[config.mk]
export PLATFORM = sky130hd
export DESIGN_NAME = map_upsert_sequencer
export DESIGN_NICKNAME = d
export VERILOG_FILES = /design/src/rtl/map_upsert_sequencer.sv
export SDC_FILE = /design/constraint.sdc
export NUM_CORES = 1
export LEC_CHECK = 0
export CELL_PAD_IN_SITES_DETAIL_PLACEMENT = 0
export CELL_PAD_IN_SITES_GLOBAL_PLACEMENT = 1
export CORE_ASPECT_RATIO = 0.6
export CORE_MARGIN = 5
export CORE_UTILIZATION = 27
export DETAILED_ROUTE_END_ITERATION = 16
export HOLD_SLACK_MARGIN = 0.08
export PLACE_DENSITY = 0.79
export SLEW_MARGIN = 30
export SYNTH_ARGS = -nofsm -noshare
export SYNTH_HDL_FRONTEND = slang
export SYNTH_SLANG_ARGS = --single-unit
[constraint.sdc]
create_clock -name clk -period 2.26 [get_ports clk]
set_clock_uncertainty 0.2 [all_clocks]
set_input_delay 0.339 -clock clk [delete_from_list [all_inputs] [get_ports clk]]
set_output_delay 0.339 -clock clk [all_outputs]
set_load 0.01 [all_outputs]
[src/rtl/map_upsert_sequencer.sv]
// Command front-end for map_data_structure: expands UPSERT/DELETE/LOOKUP into LOOKUP/DELETE/INSERT primitives.
// Optional saturating statistics counters are compiled in when MAP_UPSERT_STATS_EN is defined.
module map_upsert_sequencer #(
  parameter int KEY_WIDTH   = 8,
  parameter int VALUE_WIDTH = 16,
  parameter int STAT_WIDTH  = 16
) (
  input  logic                   clk,
  input  logic                   reset_n,
  input  logic                   req_valid,
  output logic                   req_ready,
  input  logic [1:0]             req_op,
  input  logic [KEY_WIDTH-1:0]   req_key,
  input  logic [VALUE_WIDTH-1:0] req_value,
  output logic                   rsp_valid,
  input  logic                   rsp_ready,
  output logic [1:0]             rsp_status,
  output logic [VALUE_WIDTH-1:0] rsp_value,
  output logic [1:0]             map_op,
  output logic [KEY_WIDTH-1:0]   map_key,
  output logic [VALUE_WIDTH-1:0] map_value,
  output logic                   map_valid,
  input  logic                   map_ready,
  input  logic                   map_rsp_valid,
  input  logic [VALUE_WIDTH-1:0] map_rsp_value,
  output logic [STAT_WIDTH-1:0]  stat_ops,
  output logic [STAT_WIDTH-1:0]  stat_hits,
  output logic [STAT_WIDTH-1:0]  stat_full,
  output logic [2:0]             dbg_state
);

  typedef enum logic [2:0] {S_IDLE, S_PROBE, S_DEL, S_INS, S_RESP} state_t;

  localparam logic [1:0] OP_NOP    = 2'd0;
  localparam logic [1:0] OP_UPSERT = 2'd1;
  localparam logic [1:0] OP_DELETE = 2'd2;
  localparam logic [1:0] OP_LOOKUP = 2'd3;

  localparam logic [1:0] ST_OK        = 2'd0;
  localparam logic [1:0] ST_REPLACED  = 2'd1;
  localparam logic [1:0] ST_NOT_FOUND = 2'd2;
  localparam logic [1:0] ST_FULL      = 2'd3;

  state_t                 state_q, state_d;
  logic [1:0]             op_q;
  logic [KEY_WIDTH-1:0]   key_q;
  logic [VALUE_WIDTH-1:0] value_q;
  logic                   replace_q;
  logic [1:0]             status_q, status_d;
  logic [VALUE_WIDTH-1:0] rvalue_q, rvalue_d;
  logic                   rsp_load;
  logic                   accept;
  logic                   full_rsp;

  // Handshakes: a transfer happens on the rising edge where valid & ready are both 1;
  // valid never waits on ready, and payload stays stable while valid is high.
  assign accept    = req_valid & req_ready;
  assign req_ready = (state_q == S_IDLE);
  assign rsp_valid = (state_q == S_RESP);
  assign dbg_state = state_q;

  always_comb begin
    state_d  = state_q;
    rsp_load = 1'b0;
    status_d = ST_OK;
    rvalue_d = '0;
    case (state_q)
      S_IDLE: if (accept && req_op != OP_NOP) state_d = S_PROBE;
      S_PROBE: begin
        case (op_q)
          OP_LOOKUP: begin
            state_d  = S_RESP;
            rsp_load = 1'b1;
            status_d = map_rsp_valid ? ST_OK : ST_NOT_FOUND;
            rvalue_d = map_rsp_valid ? map_rsp_value : '0;
          end
          OP_DELETE: begin
            if (map_rsp_valid) begin
              state_d = S_DEL;
            end else begin
              state_d  = S_RESP;
              rsp_load = 1'b1;
              status_d = ST_NOT_FOUND;
            end
          end
          default: begin
            if (map_rsp_valid) begin
              state_d = S_DEL;
            end else if (map_ready) begin
              state_d = S_INS;
            end else begin
              state_d  = S_RESP;
              rsp_load = 1'b1;
              status_d = ST_FULL;
            end
          end
        endcase
      end
      S_DEL: begin
        if (op_q == OP_UPSERT) begin
          state_d = S_INS;
        end else begin
          state_d  = S_RESP;
          rsp_load = 1'b1;
          status_d = ST_OK;
        end
      end
      S_INS: begin
        if (map_ready) begin
          state_d  = S_RESP;
          rsp_load = 1'b1;
          status_d = replace_q ? ST_REPLACED : ST_OK;
        end
      end
      S_RESP: if (rsp_ready) state_d = S_IDLE;
      default: state_d = S_IDLE;
    endcase
  end

  always_ff @(posedge clk or negedge reset_n) begin
    if (!reset_n) begin
      state_q   <= S_IDLE;
      op_q      <= OP_NOP;
      key_q     <= '0;
      value_q   <= '0;
      replace_q <= 1'b0;
      status_q  <= ST_OK;
      rvalue_q  <= '0;
    end else begin
      state_q <= state_d;
      if (accept) begin
        op_q      <= req_op;
        key_q     <= req_key;
        value_q   <= req_value;
        replace_q <= 1'b0;
      end else if (state_q == S_DEL) begin
        replace_q <= 1'b1;
      end
      if (rsp_load) begin
        status_q <= status_d;
        rvalue_q <= rvalue_d;
      end
    end
  end

  assign rsp_status = status_q;
  assign rsp_value  = rvalue_q;
  assign map_valid  = (state_q == S_PROBE) || (state_q == S_DEL) || (state_q == S_INS);
  assign map_op     = (state_q == S_PROBE) ? OP_LOOKUP :
                      (state_q == S_DEL)   ? OP_DELETE :
                      (state_q == S_INS)   ? OP_UPSERT : OP_NOP;
  assign map_key    = key_q;
  assign map_value  = value_q;
  assign full_rsp   = rsp_load && (status_d == ST_FULL);

`ifdef MAP_UPSERT_STATS_EN
  localparam logic [STAT_WIDTH-1:0] STAT_ONE = 1;
  logic [STAT_WIDTH-1:0] ops_q, hits_q, full_q;

  // Counters saturate at all-ones rather than wrapping.
  always_ff @(posedge clk or negedge reset_n) begin
    if (!reset_n) begin
      ops_q  <= '0;
      hits_q <= '0;
      full_q <= '0;
    end else begin
      if (accept && req_op != OP_NOP && ops_q != '1) ops_q <= ops_q + STAT_ONE;
      if (state_q == S_PROBE && map_rsp_valid && hits_q != '1) hits_q <= hits_q + STAT_ONE;
      if (full_rsp && full_q != '1) full_q <= full_q + STAT_ONE;
    end
  end

  assign stat_ops  = ops_q;
  assign stat_hits = hits_q;
  assign stat_full = full_q;
`else
  logic unused_full;
  assign unused_full = full_rsp;
  assign stat_ops    = '0;
  assign stat_hits   = '0;
  assign stat_full   = '0;
`endif

endmodule

# ---- After elaboration in Yosys (flattened, before gate mapping)
# Cells that the tools add are included.
dict set report classes {
  shifts 0
  magnitude_cmp 0
  n_reduce_logical 8
  eq_ne 10
  n_bitwise 1
  div 0
  n_addsub 0
  mul 0
  muxes 31
}
# operator n
set op_table {}
lappend op_table {{$mux 16} 3}
lappend op_table {{$mux 3} 7}
lappend op_table {{$pmux 3 s5} 1}
lappend op_table {{$mux 2} 6}
lappend op_table {{$mux 1} 10}
lappend op_table {{$eq 3x2->1 const B} 2}
lappend op_table {{$pmux 3 s2} 1}
lappend op_table {{$eq 2x2->1 const B} 2}
lappend op_table {{$ne 2x1->1 const B} 2}
lappend op_table {{$pmux 2 s2} 1}
lappend op_table {{$reduce_bool 2->1} 2}
lappend op_table {{$eq 3x1->1 const B} 1}
lappend op_table {{$eq 3x3->1 const B} 1}
lappend op_table {{$logic_not 3->1} 1}
lappend op_table {{$pmux 1 s3} 1}
lappend op_table {{$reduce_and 3->1} 1}
lappend op_table {{$eq 2x1->1 const B} 1}
lappend op_table {{$logic_or 1x1->1} 2}
lappend op_table {{$ne 2x2->1 const B} 1}
lappend op_table {{$pmux 1 s2} 1}
lappend op_table {{$reduce_or 2->1} 1}
lappend op_table {{$and 1x1->1} 1}
lappend op_table {{$logic_and 1x1->1} 1}
dict set report totals {
  latchBits 0
  output_inout_bits 98
  memories 0
  ram_bits 0
  rom_bits 0
  inputBits 48
  reg_bits 48
}

# ---- Depth between registers and ports, before layout
# Gate-level depths: netlist (run 1).
dict set report depth {
  depth_word 5
  depth_mapped 6
  depth_no_buf 4
}

# ---- Worst setup path after synthesis (run 1)
# OpenSTA, ideal clock, no wires.
dict set report synth_timing {
  path_kind {reg2reg}
  from {register state_q[2] (netlist: dbg_state[2])}
  to {register key_q[0] (netlist: map_key[0])}
  arrival_time_ns 1.524
  required_ns 1.933
  setup_slack_ns 0.408
  path_stages_with_launch 7
  setup_time_ns 0.127
  cell_sequence {dfrtp_1 -> buf_6 -> nor3_4 -> and2_1 -> buf_6 -> buf_6 -> mux2_1}
}
dict set report synth_between {
  elab_chain_len 2
}
# element line
set synth_rtl {}
lappend synth_rtl {{start, declared} 44} ;# state_t state_q, state_d;
lappend synth_rtl {{start signal, assigned} 130} ;# state_q <= state_d;
lappend synth_rtl {{$logic_not 3->1} 58} ;# assign req_ready = (state_q == S_IDLE);
lappend synth_rtl {{net req_ready} 11} ;# output logic req_ready,
lappend synth_rtl {{$and 1x1->1} 57} ;# assign accept = req_valid & req_ready;
lappend synth_rtl {{end signal, assigned} 133} ;# key_q <= req_key;
lappend synth_rtl {{end, declared} 46} ;# logic [KEY_WIDTH-1:0] key_q;
# The timed path passes the listed nets, and every way through them passes these cells.
# A chain may end at the register's enable or synchronous reset.

# ---- Final worst setup path (run 1)
dict set report layout_timing {
  from {register state_q[0] (netlist: dbg_state[0])}
  to {output map_op[1]}
}
dict set report layout_between {
  elab_chain_len 3
}
# element line
set layout_rtl {}
lappend layout_rtl {{$eq 3x2->1} 150} ;# (state_q == S_DEL) ? OP_DELETE :
lappend layout_rtl {{$mux 2} 150}
lappend layout_rtl {{$mux 2 *} 149} ;# assign map_op = (state_q == S_PROBE) ? OP_LOOKUP :
lappend layout_rtl {{end, declared} 19} ;# output logic [1:0] map_op,
# Every way passes the cells marked *; elsewhere a longest branch is shown, timed or not.

==> results.md, run 1 <==
* WP data required at 1.72 ns
* Setup TNS at 0 ns
* Number of CTS-inserted buffers at 5
* CP Cell Sequence: buf_4 > xnor2_1 > nor2_1 > clkdlybuf4s50_1
* Fmax at 453.9 MHz
* Clk buf depth at 2
* Worst vdd ir at 0.5956 mV
* Final hold vios at 0
* Clk slew on worst S/H paths at 0.06 ns
* Sink Count at 48
* Slew at the pin closest to its max-slew limit at 0.5997 ns
* Starting Density at 27.88%
* Final setup vio count at 0
* IO buf count at 97
* Initial antenna violation count at 0
* Fraction of layout cells with a size suffix above 1 at 8.163%
* Initial DRC count at 48
* Leakage dissipation at 1.528 nW
* Sequential share of the synthesized area at 50.16%
* Tcrit/Tclk final at 97.48%
* GPL Wtd Cong at 0.7364
* Power Total at 4.346 mW
* Synth Instances at 191
* All-Layer GR Usage at 10.81%
* Post-Syn Area at 2395 sq um
* DR WL/cell at 14.37 um
* Pwr/cell area at 1257 nW/um^2
* Antenna fix cells at 0
* Total of max-cap violations at 0
* Fin Hold WS at 0.2844 ns
* DRT antenna net count at 0
* R2R Setup Slk at 0.24 ns
* Root Buffer: clkbuf_16
* Post-synthesis cell type count at 29
* Post-route cell area at 3456 sq um
* Placed Area at 3263 sq um
* CTS tree: done
* Vias in the first global route at 1765
* Max-slew violation count at 0
* DR DRC count at 0
* Synth-to-Final Area Change at 44.30%
* CP endpoint kind: primary output
* Startpoint types: register
* WP data arrival at 1.66 ns
* NumNets Final at 341
* Final Core Density at 40.24%
* DR vias/cell at 4.044
* Slowest cell on crit path: clkdlybuf4s50_1
* Avg Cell Area, Syn at 12.54 sq um
* YS warnings at 0
* Hold crit path type: register to register
* Final wirelength at 5836 um
* Number of core rows at 26
* H-Tree Depth at 2
* Gr ovfl total at 0
* I/O pin count at 146
* Outcome: completed
* Cell family with the largest share of critical-path delay: buffers and inverters
* Max Fanout on Critical Path at 8
* Die ar. at 10920 sq um
* Vias at 1642
* Synth Register Bits at 48
* Min Tclk post-route at 2.203 ns
* Slew HR at 60.02%
* Crit Path Class: register to primary output
* Drt pass-1 iters at 4
* Clk_lat worst skew at 0.28 ns
* First-pass GRT wire length at 9735 um
* Area of the core at 8588 sq um
* Die height at 82.95 um
* Die Span X at 131.6 um
* DP HPWL at 4472 um
* Largest net degree at the start of global routing at 27
* CP bufs+invs at 2
* Crit-path max cell delay at 0.55 ns
## where the power goes
group	total, mW	leakage (nW)	switching (mW)	internal [mW]
Sequential	1.54	0.600	0.286	1.25
Combinational	2.07	0.857	0.849	1.22
Clock	0.737	0.0712	0.296	0.441
## flip-flops by register name, summed over array words and instances, names as in the netlist
signal	count
op_q	2
map_key	8
rsp_value	16
dbg_state	3
replace_q	1
map_value	16
rsp_status	2
## routing by layer
| metal | vias to the layer above | wire (um) | GRT usage (%) |
|---|---|---|---|
| met4 | 0 | 35 | 2.521 |
| met1 | 789 | 2504 | 13.59 |
| met2 | 77 | 2594 | 15.88 |
| met3 | 4 | 701 | 6.461 |
| li1 | 772 | - | - |
| met5 | - | 0 | 0 |
## worst paths after layout
check / from / end / depth (start not counted)
max: dbg_state[0] / map_op[1] / 4
min: map_value[14] / map_value[14] / 1
max reg2reg: dbg_state[1] / rsp_value[1] / 4
min reg2reg: map_value[14] / map_value[14] / 1
max in group asynchronous: reset_n / dbg_state[0] / 3
min in group asynchronous: reset_n / rsp_value[5] / 2
## Yosys cell counts
cell type | instances | area (sq um)
o21ai_0 | 2 | 10.01
a32oi_1 | 1 | 8.760
a21boi_0 | 1 | 7.510
dfrtp_1 | 48 | 1201
nor3b_4 | 1 | 18.77
nor4_1 | 1 | 6.260
o21ai_1 | 2 | 10.01
a21oi_1 | 1 | 5.000
and2_1 | 1 | 6.260
a32o_1 | 1 | 10.01
o221ai_1 | 1 | 8.760
nor3_4 | 1 | 16.27
nand2_1 | 4 | 15.01
nor3b_2 | 2 | 25.02
buf_6 | 9 | 101.4
nor3_1 | 1 | 5.000
o32ai_1 | 1 | 8.760
nand2b_1 | 5 | 31.28
nand2b_4 | 1 | 13.76
mux2_1 | 26 | 292.8
nor2_1 | 7 | 26.28
and4_1 | 1 | 8.760
xnor2_1 | 1 | 8.760
a22o_1 | 17 | 148.9
nor2_4 | 1 | 11.26
o211a_1 | 1 | 10.01
conb_1 | 1 | 3.750
inv_1 | 4 | 15.01
buf_4 | 48 | 360.4
## logic make-up after synthesis
logic type      synth area share (%)
compound gates                 9.509
simple gates                   7.680
other cells                   0.1566
xor+xnor                      0.3658
buf+inv                        19.91
flops                          50.16
mux                            12.23
## placed cells by master, fill, tap and decap left out, drive strengths merged, types with 2 or more instances in the layout
cell type      Yosys  routed
nor3               2       2
nand2b             6       6
nand2              4       4
mux2              26      26
a22o              17      17
buf               57       8
inv                4       4
nor2               8       8
o21ai              4       4
nor3b              3       3
conb               1      48
clkbuf             0       8
clkdlybuf4s50      0      96
dfrtp             48      48
## layout make-up
type / instances / area [sq um]
clock buffers: 8 / 146.4
repair buffers: 105 / 1054
fillers: 833 / 5132
multi-input cells: 129 / 895.9
well taps: 112 / 140.1
flip-flops and latches: 48 / 1205
inverters: 4 / 15.01
## metrics by stage
step	setup WS, ns	cells
2_1_floorplan	0.4084	238
3_3_place_gp	0.2193	393
3_5_place_dp	0.1336	393
4_1_cts	0.01259	402
5_1_grt	-0.003610	406
6_report	0.05687	406
## timing repair
| action | 4_1_cts | 5_1_grt |
|---|---|---|
| hold endpoints to repair | 23 | 0 |
| setup buffers | 0 | 4 |
| gates resized for setup | 1 | 3 |
| setup endpoints to repair | 1 | 3 |
| hold buffers | 1 | 0 |
(Power assumes the default switching activity.)
==> inputs of run 2 (changes only) <==
--- a/config.mk
+++ b/config.mk
@@ -13,6 +13,7 @@
 export DETAILED_ROUTE_END_ITERATION = 16
 export HOLD_SLACK_MARGIN = 0.08
 export PLACE_DENSITY = 0.79
+export SETUP_SLACK_MARGIN = 0.02
 export SLEW_MARGIN = 30
 export SYNTH_ARGS = -nofsm -noshare
 export SYNTH_HDL_FRONTEND = slang
==> results.md, run 2 (synthesis gave the netlist of run 1 again) <==
* Outcome: completed (unchanged)
* Fraction of layout cells with a size suffix above 1 at 8.163% (unchanged)
* Setup slack after layout at 0.05744 ns (was 0.05687 ns)
* WP data arrival at 1.66 ns (about the same)
* Sw Ratio at 32.93% (about the same)
* Startpoint types: register (unchanged)
* Slew HR at 59.97% (was 60.02%)
* Worst vdd ir at 0.5956 mV (about the same)
* DR vias/cell at 4.042 (was 4.044)
* IO buf count at 97 (unchanged)
* First-pass GRT wire length at 9715 um (was 9735 um)
* Clk_lat worst skew at 0.28 ns (about the same)
* Net switching power at 1.431 mW (about the same)
* Final hold vios at 0 (unchanged)
* Fmax at 454.0 MHz (was 453.9 MHz)
* Final wirelength at 5837 um (was 5836 um)
* Root Buffer: clkbuf_16 (unchanged)
* Worst Min Path Start: map_value[14] (unchanged)
* Crit Path Class: register to primary output (unchanged)
* Number of core rows at 26 (unchanged)
* Placed Area at 3263 sq um (unchanged)
* GPL Wtd Cong at 0.7364 (unchanged)
* Die height at 82.95 um (unchanged)
* R2R depth at 4 (unchanged)
* Sequential Power Share at 35.4% (about the same)
* Logic pwr share at 47.6% (about the same)
* Cell family with the largest share of critical-path delay: buffers and inverters (unchanged)
* All-Layer GR Usage at 10.80% (was 10.81%)
* Clk slew on worst S/H paths at 0.06 ns (about the same)
* Pre-CTS WS at 0.1336 ns (unchanged)
* Initial DRC count at 49 (was 48)
* DP HPWL at 4472 um (unchanged)
* Antenna fix cells at 0 (unchanged)
* Reg2Reg Launch Point: dbg_state[1] (unchanged)
* Clk buf depth at 2 (unchanged)
* Total of max-cap violations at 0 (unchanged)
* Commonest non-fill, non-tap cell in the layout: clkdlybuf4s50_1 (unchanged)
* DR WL/cell at 14.38 um (was 14.37 um)
* Vias at 1641 (was 1642)
* FF-to-FF End: rsp_value[1] (unchanged)
* Die Span X at 131.6 um (unchanged)
* NumNets Final at 341 (unchanged)
* Leakage dissipation at 1.528 nW (unchanged)
* Hold crit path type: register to register (unchanged)
* Die ar. at 10920 sq um (unchanged)
* Post-route cell area at 3456 sq um (unchanged)
* CP bufs+invs at 2 (unchanged)
* Worst Hold Path EP: map_value[14] (unchanged)
* H-Tree Depth at 2 (unchanged)
* Max-slew violation count at 0 (unchanged)
* Area of the core at 8588 sq um (unchanged)
* Drt pass-1 iters at 4 (unchanged)
* Crit-path max cell delay at 0.55 ns (about the same)
* Max Fanout on Critical Path at 8 (unchanged)
* Worst hold path depth at 1 (unchanged)
* Synth-to-Final Area Change at 44.30% (unchanged)
* Gr ovfl total at 0 (unchanged)
* Clk pwr share at 16.9% (was 17.0%)
* Internal power contribution at 2.914 mW (was 2.915 mW)
* R2R Setup Slk at 0.24 ns (about the same)
* Final setup vio count at 0 (unchanged)
* CP Cell Sequence: buf_4 > xnor2_1 > nor2_1 > clkdlybuf4s50_1 (unchanged)
* WP data required at 1.72 ns (about the same)
* Pwr/cell area at 1257 nW/um^2 (about the same)
* Largest net degree at the start of global routing at 27 (unchanged)
* Sink Count at 48 (unchanged)
* Slowest cell on crit path: clkdlybuf4s50_1 (unchanged)
* Most frequent cells in the layout: 96 x clkdlybuf4s50_1, 48 x conb_1, 45 x dfrtp_1 (unchanged)
* DR DRC count at 0 (unchanged)
* Tcrit/Tclk final at 97.46% (was 97.48%)
* Slew at the pin closest to its max-slew limit at 0.6005 ns (was 0.5997 ns)
* Vias in the first global route at 1762 (was 1765)
* I/O pin count at 146 (unchanged)
* Starting Density at 27.88% (unchanged)
* Number of CTS-inserted buffers at 5 (unchanged)
* CP endpoint kind: primary output (unchanged)
* DRT antenna net count at 0 (unchanged)
* Min Tclk post-route at 2.203 ns (about the same)
* Initial antenna violation count at 0 (unchanged)
* CTS tree: done (unchanged)
==> run 2: cell counts in the layout (fill, tap and decap cells not counted) <==
Identical to the previous run, type by type.
==> run 2: stage by stage <==
step	std cells	setup TNS (ns)	hold WS [ns]	power [mW]	utilization, %
after floorplan	238	0	-0.1566	2.575	-
after global placement	393	0	0.1578	3.536	38.00
after detailed placement	393	0	0.1676	3.586	38.00
after CTS	402	0	0.2887	4.368	39.85
after global routing	406	-0.003680	0.3045	4.658	40.24
final	406	0	0.2844	4.345	40.24
==> run 2: layout make-up <==
type	instances	area (sq um)
fillers	833	5132
flip-flops and latches	48	1205
repair buffers	105	1054
inverters	4	15.01
well taps	112	140.1
multi-input cells	129	895.9
clock buffers	8	146.4
==> run 2: power by group through the flow <==
stage | Combinational (mW) | Sequential [mW] | Clock (mW)
6_report | 2.07 | 1.54 | 0.736
5_1_grt | 2.23 | 1.60 | 0.832
4_1_cts | 2.05 | 1.55 | 0.774
3_5_place_dp | 2.03 | 1.55 | 0
3_3_place_gp | 2.01 | 1.53 | 0
2_1_floorplan | 0.941 | 1.63 | 0
==> run 2: how the worst max path moves through the flow <==
stage	start	end	slack (ns)	cells past startpoint
detailed placement	map_rsp_valid	rsp_value[1]	0.13	5
global route	dbg_state[0]	map_op[1]	-0.004	4
floorplan	dbg_state[2]	map_key[0]	0.41	6
CTS	dbg_state[1]	rsp_valid	0.06	4
finish	dbg_state[0]	map_op[1]	0.06	4
global placement	map_rsp_valid	dbg_state[2]	0.22	5
==> run 2: what timing repair did <==
action,4_1_cts,5_1_grt
pin swaps,0,0
endpoints found under the setup margin,2,1
hold endpoints to repair,23,0
resized for setup,2,2
buffers inserted,0,4
hold buffers,1,0
==> run 2: layer usage <==
| layer | wire length [um] | up-vias | share of wire, % | global-route usage (%) |
|---|---|---|---|---|
| met4 | 35 | 0 | 0.60 | 2.521 |
| li1 | - | 771 | - | - |
| met1 | 2530 | 789 | 43 | 13.62 |
| met3 | 677 | 4 | 12 | 6.280 |
| met5 | 0 | - | 0 | 0 |
| met2 | 2593 | 77 | 44 | 15.93 |
